[config.mk]
export PLATFORM = sky130hd
export DESIGN_NAME = hex_digit_scanner
export DESIGN_NICKNAME = d
export VERILOG_FILES = /design/src/rtl/hex_digit_scanner.sv
export SDC_FILE = /design/constraint.sdc
export NUM_CORES = 1
export LEC_CHECK = 0
export CORE_ASPECT_RATIO = 0.6
export CORE_MARGIN = 1.5
export CORE_UTILIZATION = 58
export CTS_CLUSTER_SIZE = 14
export DETAILED_ROUTE_END_ITERATION = 7
export PLACE_DENSITY = 0.94
export SYNTH_ARGS = -nofsm -noshare
export SYNTH_HDL_FRONTEND = slang
export SYNTH_SLANG_ARGS = --single-unit
[constraint.sdc]
create_clock -name clock -period 5.8 [get_ports clock]
set_input_delay 1.16 -clock clock [delete_from_list [all_inputs] [get_ports clock]]
set_output_delay 1.16 -clock clock [all_outputs]
set_load 0.005 [all_outputs]
[src/rtl/hex_digit_scanner.sv]
// hex_digit_scanner: time-multiplexes a 16-bit value onto one nibble bus and a
// one-hot digit-enable bus. A new value is captured into a shadow register and
// copied into the displayed value only at the 3->0 frame wrap. This means a
// single frame never mixes old and new digits.
//
// Ports:
//   clock       system clock, all state on the rising edge
//   reset       asynchronous, active-high reset
//   en          scan enable; 0 freezes idx/pcnt and blanks an
//   load_valid  a new display value is offered on load_data
//   load_data   four hex digits, [3:0] is digit 0 and [15:12] is digit 3
//   load_ready  high while no update is pending
//   c0..c3      bits 0..3 of the selected digit (combinational)
//   an          one-hot active-high digit enable (combinational)
//   wrap        registered one-cycle pulse after the scan wraps 3->0
module hex_digit_scanner #(
  parameter int unsigned PRESCALE = 4
) (
  input  logic        clock,
  input  logic        reset,
  input  logic        en,
  input  logic        load_valid,
  input  logic [15:0] load_data,
  output logic        load_ready,
  output logic        c0,
  output logic        c1,
  output logic        c2,
  output logic        c3,
  output logic [3:0]  an,
  output logic        wrap
);

  localparam int unsigned VAL_W = 16;
  localparam int unsigned IDX_W = 2;
  localparam int unsigned CNT_W = 16;

  localparam logic [0:0] ST_IDLE    = 1'b0;
  localparam logic [0:0] ST_PENDING = 1'b1;

  localparam logic [CNT_W-1:0] PCNT_LAST = CNT_W'(PRESCALE - 1);

  logic [0:0]       state;
  logic [0:0]       state_nxt;
  logic [VAL_W-1:0] active;
  logic [VAL_W-1:0] shadow;
  logic [IDX_W-1:0] idx;
  logic [CNT_W-1:0] pcnt;

  logic             tick;
  logic             last_slot;
  logic             accept;
  logic             apply;
  logic [3:0]       nibble;

  // End of a digit slot; last_slot marks the edge where idx goes 3 -> 0.
  assign tick      = en && (pcnt == PCNT_LAST);
  assign last_slot = tick && (idx == IDX_W'(3));

  // FSM state register.
  always_ff @(posedge clock or posedge reset) begin
    if (reset) begin
      state <= ST_IDLE;
    end else begin
      state <= state_nxt;
    end
  end

  // Next-state and handshake decode.
  always_comb begin
    state_nxt  = state;
    load_ready = 1'b0;
    accept     = 1'b0;
    apply      = 1'b0;
    case (state)
      ST_IDLE: begin
        load_ready = 1'b1;
        if (load_valid) begin
          accept    = 1'b1;
          state_nxt = ST_PENDING;
        end
      end
      ST_PENDING: begin
        // An accept that lands on a wrap edge waits for the next wrap.
        if (last_slot) begin
          apply     = 1'b1;
          state_nxt = ST_IDLE;
        end
      end
      default: state_nxt = ST_IDLE;
    endcase
  end

  // Scan counters, value registers and the wrap pulse.
  always_ff @(posedge clock or posedge reset) begin
    if (reset) begin
      active <= '0;
      shadow <= '0;
      idx    <= '0;
      pcnt   <= '0;
      wrap   <= 1'b0;
    end else begin
      if (en) begin
        pcnt <= tick ? '0 : pcnt + CNT_W'(1);
      end
      if (tick) begin
        idx <= idx + IDX_W'(1);
      end
      if (accept) begin
        shadow <= load_data;
      end
      if (apply) begin
        active <= shadow;
      end
      wrap <= last_slot;
    end
  end

  // Digit mux keeps tracking idx while blanked; only an is gated by en.
  assign nibble = active[{idx, 2'b00} +: 4];
  assign c0     = nibble[0];
  assign c1     = nibble[1];
  assign c2     = nibble[2];
  assign c3     = nibble[3];
  assign an     = en ? 4'(4'b0001 << idx) : 4'b0000;

endmodule

==> metrics.txt, run 1 <==
status=finished, final reports clean; CTS HTree Levels=2; Core ar.=between 3000 and 4000 um^2; CTS tree=yes; Syn Inst Count=between 150 and 200; syn nets=192; Fillers=219; GRT Total Usage=a little under a quarter; hold slack=roughly 510 ps; DR WL/cell=17.56 um; final hold violations=0; Initial Utilization=61.90%; CTS Buf Count=5; Mapped Area=2317 um^2; CTS sink count=between 50 and 60; via/cell ratio=5.518; Setup TNS Final=0 ps; GRT overflow=0; Die Area=4396 um^2; Worst Skew=8.132 ps; most frequent cells in the layout=dfrtp_1, clkdlybuf4s50_1, mux2_2; CP max FO=13; Synth Flop Type=dfrtp_1; post-layout min period=~3700 ps; register area share after synthesis=56.16%; dpl hpwl=a little under 3 mm; fin crit share=roughly 64%; Crit path arrival time=between 2000 and 3000 ps; Syn. warnings=0; critical path class=input pin to output pin; Die W=84.60 um; final core occ=around 73%; input/output buffers=29; Pwr Density=approximately 280 nW/um^2; Slew Viols, Final=0; share of cells above drive strength 1=about a quarter; initial antenna violation count=0; Yosys cell types=29; maxcap violations=0; Clock Latency Late Sink=between 300 and 400 ps; I/O pin total=30; number of synthesized flops with an enable pin=0; maximum vdd drop=~0.22 mV; drt total wl=around 4.3 mm; leak pwr=roughly 1.3 nW; Syn Area/Cell=roughly 14 um^2; Pre-Repair DR Iteration Count=4; RSZ-0062 raised after global routing=false; DR DRC count=0; Hold-fix buffers, CTS=0; Synth Register Bits=52; Async S/R FF share, synth=between 90% and 100%; Die H=approximately 52 um; net count reported at finish=~220; pin count of the biggest net entering global routing=53; area delta synth->final=18.14%; clock transition at the registers of the reported paths=around 90 ps; Worst Max-Slew Pin Slew=between 1000 and 1500 ps; hold crit path type=register to register; Post-CTS Setup Bufs=0; crit start category=input pin; relative slew slack=29.85%; antenna viol nets, final=0; initial drt markers=76; GPL Wtd Cong=just under 0.8; Root Driver=clkbuf_8; Antenna Cells=0; worst path required time=~4600 ps; commonest non-fill, non-tap cell in the layout=dfrtp_1; # setup viols final=0; vias in the first global route=between 1,000 and 1,500; row count=17; Setup crit end kind=output pin; total power=between 0.7 and 0.8 mW; first-pass GRT wire length=between 7 and 8 mm; Resize count post-CTS=0; DR vias=roughly 1,400; fmax=268.8 MHz; clock buffer depth=2
synth_stat cells, types with 2 or more instances:
master    instances  area, um^2
and4_1            2       17.52
mux4_2            4       90.09
nand3_1           4       20.02
nand4_1           4       25.02
nand2_1           9       33.78
nor3_1            2       10.01
dfrtp_1          52        1301
xnor2_1           9       78.83
mux2_2           24       270.3
and2_1            4       25.02
nor4_1            3       18.77
ha_1              5       62.56
o21ai_0           2       10.01
nor2_1            7       26.28
mux2_4            9       135.1
nand2b_1          2       12.51
xor2_1            5       43.79
inv_1             7       26.28
clkbuf_1          3       11.26
report_power, final:
part | leakage [nW] | internal, mW | total, mW | switching (mW)
logic | 0.531 | 0.0438 | 0.0768 | 0.0330
registers | 0.670 | 0.395 | 0.429 | 0.0346
clock network | 0.0645 | 0.152 | 0.271 | 0.118
total | 1.27 | 0.591 | 0.777 | 0.186
routing by layer:
metal  share of wire (%)  wire length, um  global-route usage [%]  vias up
met1                  47             2040                   31.24      667
met4                 2.1               89                   12.10        0
li1                    -                -                       -      638
met5                   0                0                       0        -
met3                 4.2              179                   6.508       10
met2                  46             1992                   32.94       37
path summary, 6_finish.rpt:
check / start / to / slack, ps / cells past startpoint
min in group asynchronous: reset / pcnt[13] / 1420 / 2
min: shadow[1] / shadow[1] / 510 / 1
max in group asynchronous: reset / shadow[13] / 3740 / 2
max reg2reg: pcnt[0] / active[7] / 3470 / 5
max: en / an[1] / 2080 / 3
min reg2reg: shadow[1] / shadow[1] / 510 / 1
critical path, cell delays in order:
cell,delay (ps)
clkdlybuf4s50_1,670
and2_1,210
clkdlybuf4s50_1,520
kinds of logic (layout without fill, tap and decap cells):
kind of cell	count (synthesis)	in the layout	share of synthesized area [%]
mux	37	37	21.38
flops	52	52	56.16
simple gates	42	42	9.936
buf+inv	14	45	3.833
xor+xnor	14	14	5.292
fa+ha+maj	5	5	2.700
compound gates	3	3	0.7021
final cells by class:
type / instances / area [um^2] / share of cell area, %
Tap cell: 47 / 58.81 / 2.148
Sequential cell: 52 / 1301 / 47.53
Clock buffer: 7 / 96.34 / 3.519
Clock inverter: 1 / 30.03 / 1.097
Inverter: 7 / 26.28 / 0.9598
Timing Repair Buffer: 30 / 297.8 / 10.88
Multi-Input combinational cell: 101 / 927.1 / 33.87
sequential cells by signal (all words and copies together) (netlist names):
signal / cells
active: 16
pcnt: 16
shadow: 16
wrap: 1
state: 1
idx: 2
stage by stage:
step	std cells	setup WS, ps	instance area, um^2
finish	245	2080	2738
global route	245	2035	2738
CTS	245	2075	2738
detailed placement	237	2082	2611
global placement	237	2182	2611
floorplan	167	3104	2317
Power figures use the tool's default switching activity.
==> run 2: changes to the inputs <==
- CORE_UTILIZATION: 58 -> 49
- PLACE_DENSITY: 0.94 -> 0.86
- clock period: 5.8 -> 3.2 ns (I/O delays scaled with it)
==> run 2 against run 1 <==
  * Global-route usage fell by 4.8 points
  * Critical path type unchanged
  * Critical endpoint unchanged
  * Routed wire length fell by 6.4%
  * Clock-buffer cell count decreased by 2
==> metrics.txt, run 2 (synthesis results as in run 1) <==
DR DRC count=0 (unchanged); Hold-fix buffers, CTS=0 (unchanged); Critical Path, Cell by Cell=clkdlybuf4s50_1 > and2_1 > clkdlybuf4s50_1; Initial Utilization=50.77% (-11 points); DR vias=1,343 (-0.67%); CTS sink count=52 (unchanged); Buf/Inv on CP=2 (unchanged); Die Area=5164 um^2 (+17%); Pre-Repair DR Iteration Count=4 (unchanged); input/output buffers=29 (unchanged); final core occ=60.69% (-12 points); GRT Total Usage=17.89% (-4.8 points); clock buffer depth=2 (unchanged); setup ws final=519.1 ps (-1561 ps); via/cell ratio=5.106 (-7.5%); RSZ-0062 raised after global routing=false; GRT overflow=0 (unchanged); Die W=91.78 um (+8.5%); GPL Wtd Cong=0.8219 (+4.3%); status=finished, final reports clean; worst path required time=2560 ps (-2080 ps); Post-CTS Setup Bufs=0 (unchanged); fin crit share=between 80% and 90%; critical path class=input pin to output pin; net count reported at finish=224 (+0.90%); Resize count post-CTS=0 (unchanged); commonest non-fill, non-tap cell in the layout=dfrtp_1; Antenna Cells=0 (unchanged); antenna viol nets, final=0 (unchanged); CTS HTree Levels=2 (unchanged); clock transition at the registers of the reported paths=90 ps (about the same); Core ar.=4564 um^2 (+22%); Clock Latency Late Sink=310 ps (about the same); slowest cell on the critical path=clkdlybuf4s50_1; worst r2r path cells=5 (unchanged); Worst Max-Slew Pin Slew=708.8 ps (-341.8 ps); Worst path depth=3 (unchanged); worst hold stages=1 (unchanged); Fillers=365 (+67%); hold slack=481.0 ps (-33.13 ps); fmax=373.0 MHz; Setup TNS Final=0 ps (unchanged); I/O pin total=30 (unchanged); drt total wl=4.025 mm (-6.4%); maximum vdd drop=0.1909 mV (-14%); DR WL/cell=15.30 um (-13%); CTS tree=yes; most frequent CP cell=clkdlybuf4s50_1; Placement Setup Slack=458.0 ps (-1624 ps); vias in the first global route=1,317 (-7.9%); final hold violations=0 (unchanged); # setup viols final=0 (unchanged); share of cells above drive strength 1=25.50% (+0.75 points); CTS Buf Count=5 (unchanged); row count=19 (+2); post-layout min period=2681 ps; initial antenna violation count=0 (unchanged); Crit path arrival time=2040 ps (-520 ps); CP max FO=13 (unchanged); dpl hpwl=2.899 mm (-1.9%); Root Driver=clkbuf_8; Die H=56.27 um (+8.3%); leak pwr=1.270 nW (+0.36%); Pwr Density=490.4 nW/um^2 (+73%); Slew Viols, Final=0 (unchanged); area delta synth->final=19.55%; initial drt markers=60 (-21%); largest registers=active (16), pcnt (16), shadow (16); first-pass GRT wire length=6.789 mm (-5.9%); relative slew slack=52.38% (+23 points); Worst Skew=12.31 ps (+4.177 ps); hold crit path type=register to register; crit start category=input pin; CP peak stage delay=710 ps (+40 ps); most frequent cells in the layout=dfrtp_1, clkdlybuf4s50_1, mux2_2; CP top delay family=buffers and inverters; maxcap violations=0 (unchanged); Setup crit end kind=output pin; pin count of the biggest net entering global routing=47 (-11%)
-- run 2: changes by cell type in the layout (fill, tap and decap cells not counted) --
cell / change
clkbuf_8: -2
buf_12: +1
buf_4: +1
clkinv_2: +1
clkinvlp_4: +1
-- run 2: layout make-up --
type	instances	area, um^2	area share, %
multi-input combinational	101	927.1	33.47
tap	63	78.83	2.846
inverter	7	26.28	0.9485
timing repair buffer	32	325.3	11.74
clock inverter	3	42.54	1.536
clock buffer	5	68.82	2.484
sequential	52	1301	46.97
-- run 2: final timing paths --
| kind | startpoint | slack, ps | to |
|---|---|---|---|
| setup / recovery | en | 520 | an[1] |
| hold / removal | pcnt[15] | 480 | pcnt[15] |
| setup reg to reg | pcnt[0] | 1130 | active[1] |
| hold reg to reg | pcnt[15] | 480 | pcnt[15] |
| max in group asynchronous | reset | 2190 | shadow[3] |
| min in group asynchronous | reset | 540 | shadow[15] |
-- run 2: worst reg2reg max path: stages (launching register included) --
cell      delay, ps
dfrtp_1         420
ha_1            230
nor4bb_1        290
and4_1          250
and3_4          380
mux2_2          380
-- run 2: where the power goes --
group | internal (mW) | total, mW | switching [mW]
Clock | 0.232 | 0.445 | 0.213
Combinational | 0.0815 | 0.135 | 0.0536
Sequential | 0.715 | 0.779 | 0.0635
Total | 1.03 | 1.36 | 0.330
-- run 2: stage by stage --
| step | instances | total power [mW] | instance area [um^2] |
|---|---|---|---|
| floorplan | 167 | 0.8611 | 2317 |
| global placement | 255 | 0.9161 | 2659 |
| detailed placement | 255 | 0.9274 | 2659 |
| CTS | 263 | 1.368 | 2770 |
| global route | 263 | 1.429 | 2770 |
| finish | 263 | 1.358 | 2770 |
-- run 2: layer usage --
layer  part of all wire (%)  GRT usage, %
met1                     53         27.45
met2                     41         23.45
met3                    5.4         5.691
met4                    1.4         7.033
met5                      0             0
==> run 3: changes to the inputs <==
- clock period: 3.2 -> 2.2 ns (I/O delays scaled with it)
==> run 3 against run 2 <==
  * Final area rose by 1.5%
  * Final cell count increased by 2.3%
  * Routed wire length is 0.60% higher
  * Non-clock buffer count grew 7
  * Critical path depth increased by 1
  * Flip-flop and latch count did not move
  * Clock power up 28%
  * Largest cell class unchanged
  * Largest power group unchanged
  * Highest routed layer unchanged
==> metrics.txt, run 3 (synthesis results as in run 1) <==
status=finished, final reports clean; Setup TNS Final=0 ps (unchanged); maximum vdd drop=0.4210 mV (+120%); Hold-fix buffers, CTS=0 (unchanged); fmax=between 400 and 500 MHz; relative slew slack=67.51% (+15 points); I/O pin total=30 (unchanged); leak pwr=1.338 nW (+5.4%); initial drt markers=48 (-20%); clock buffer depth=2 (unchanged); Die W=91.78 um (unchanged); GRT Total Usage=18.24% (+0.35 points); Worst Max-Slew Pin Slew=486.6 ps (-222.2 ps); crit start category=input pin; hold crit path type=input pin to async pin; # setup viols final=0 (unchanged); final hold violations=0 (unchanged); post-place instance area=2696 um^2 (+1.4%); final core occ=61.60% (+0.90 points); Critical Path, Cell by Cell=clkdlybuf4s50_1 > buf_6 > and2_1 > clkdlybuf4s50_1; Fillers=362 (-0.82%); Slew Viols, Final=0 (unchanged); vias in the first global route=1,370 (+4.0%); Antenna Cells=0 (unchanged); slowest cell on the critical path=clkdlybuf4s50_1; CP max FO=12 (-1); row count=19 (unchanged); fin crit share=between 90% and 100%; most frequent CP cell=clkdlybuf4s50_1; pin count of the biggest net entering global routing=24 (-49%); input/output buffers=29 (unchanged); GPL Wtd Cong=0.8471 (+3.1%); Worst Skew=6.043 ps (-6.266 ps); post-layout min period=roughly 2100 ps; most frequent cells in the layout=dfrtp_1, mux2_2, clkdlybuf4s50_1; Reg-to-Reg End=active[7]; initial antenna violation count=0 (unchanged); commonest non-fill, non-tap cell in the layout=dfrtp_1; Die Area=5164 um^2 (unchanged); area delta synth->final=21.33%; Initial Utilization=50.77% (unchanged); net count reported at finish=231 (+3.1%); worst path required time=1760 ps (-800 ps); maxcap violations=0 (unchanged); CTS HTree Levels=2 (unchanged); Multi-input gate area=927.1 um^2 (unchanged); DR WL/cell=15.05 um (-1.6%); critical path class=input pin to output pin; Worst R2R Start=pcnt[0]; largest registers=active (16), pcnt (16), shadow (16); CTS tree=yes; Setup crit end kind=output pin; storage element area=1304 um^2 (+0.19%); Clock Latency Late Sink=300 ps (about the same); antenna viol nets, final=0 (unchanged); setup ws final=57.04 ps (-462.1 ps); drt total wl=4.049 mm (+0.60%); GRT overflow=0 (unchanged); Placement Setup Slack=-61.21 ps (-519.2 ps); Pwr Density=674.9 nW/um^2 (+38%); CP peak stage delay=500 ps (-210 ps); clock transition at the registers of the reported paths=80 ps (about the same); first-pass GRT wire length=6.934 mm (+2.1%); hold slack=475.7 ps (-5.249 ps); Crit path arrival time=1700 ps (-340 ps); via/cell ratio=5.033 (-1.4%); CTS sink count=52 (unchanged); DR vias=1,354 (+0.82%); RSZ-0062 raised after global routing=false; Reg2Reg Setup Slack=140 ps (-990 ps); share of cells above drive strength 1=28.64% (+3.1 points); Die H=56.27 um (unchanged); Root Driver=clkbuf_8; Core ar.=4564 um^2 (unchanged); Design Area, Final=2811 um^2 (+1.5%); Pre-Repair DR Iteration Count=4 (unchanged); CTS Buf Count=5 (unchanged); dpl hpwl=2.993 mm (+3.2%); worst r2r path cells=5 (unchanged); DR DRC count=0 (unchanged)
[run 3: cell count changes in the layout (fill, tap and decap cells not counted), sizes merged]
cell | before | now
clkinv | 1 | 0
clkinvlp | 1 | 0
clkbuf | 5 | 7
bufinv | 1 | 0
dlymetal6s2s | 0 | 1
clkdlybuf4s50 | 29 | 24
buf | 3 | 10
dlygate4sd2 | 0 | 4
[run 3: layout make-up]
class	instances	area share, %
clock buffer	7	3.427
multi-input combinational	101	32.98
tap	63	2.804
inverter	7	0.9346
timing repair buffer	39	13.48
sequential	52	46.37
[run 3: critical path, delay by kind of cell]
kind	cells	cell delay, ps
buf+inv	3	1130
simple gates	1	130
[run 3: worst max path at each step]
| stage | start | endpoint | slack, ps |
|---|---|---|---|
| 2_1_floorplan | pcnt[0] | active[0] | 240 |
| 3_3_place_gp | en | active[4] | -30 |
| 3_5_place_dp | en | active[7] | -60 |
| 4_1_cts | idx[1] | an[1] | 0.5 |
| 5_1_grt | idx[1] | an[0] | 20 |
| 6_report | en | an[0] | 60 |
[run 3: stage by stage]
step                      power [mW]  std cells
final                          1.898        269
after global routing           1.994        269
after CTS                      1.914        268
after detailed placement       1.349        260
after global placement         1.336        260
after floorplan                1.253        167
[run 3: report_power, final]
group,internal (mW),switching (mW)
Sequential,1.04,0.0867
Clock,0.280,0.289
Combinational,0.123,0.0780
[run 3: timing repair]
item                       4_1_cts  5_1_grt
setup buffers                    1        1
setup endpoints to repair        7        4
resized for setup                5        3
[run 3: per-layer routing]
layer	part of all wire (%)	up-vias	GRT usage [%]
met5	0	-	0
met4	1.5	0	7.253
met3	4.8	5	4.607
met2	42	38	24.31
met1	52	660	28.34
li1	-	651	-
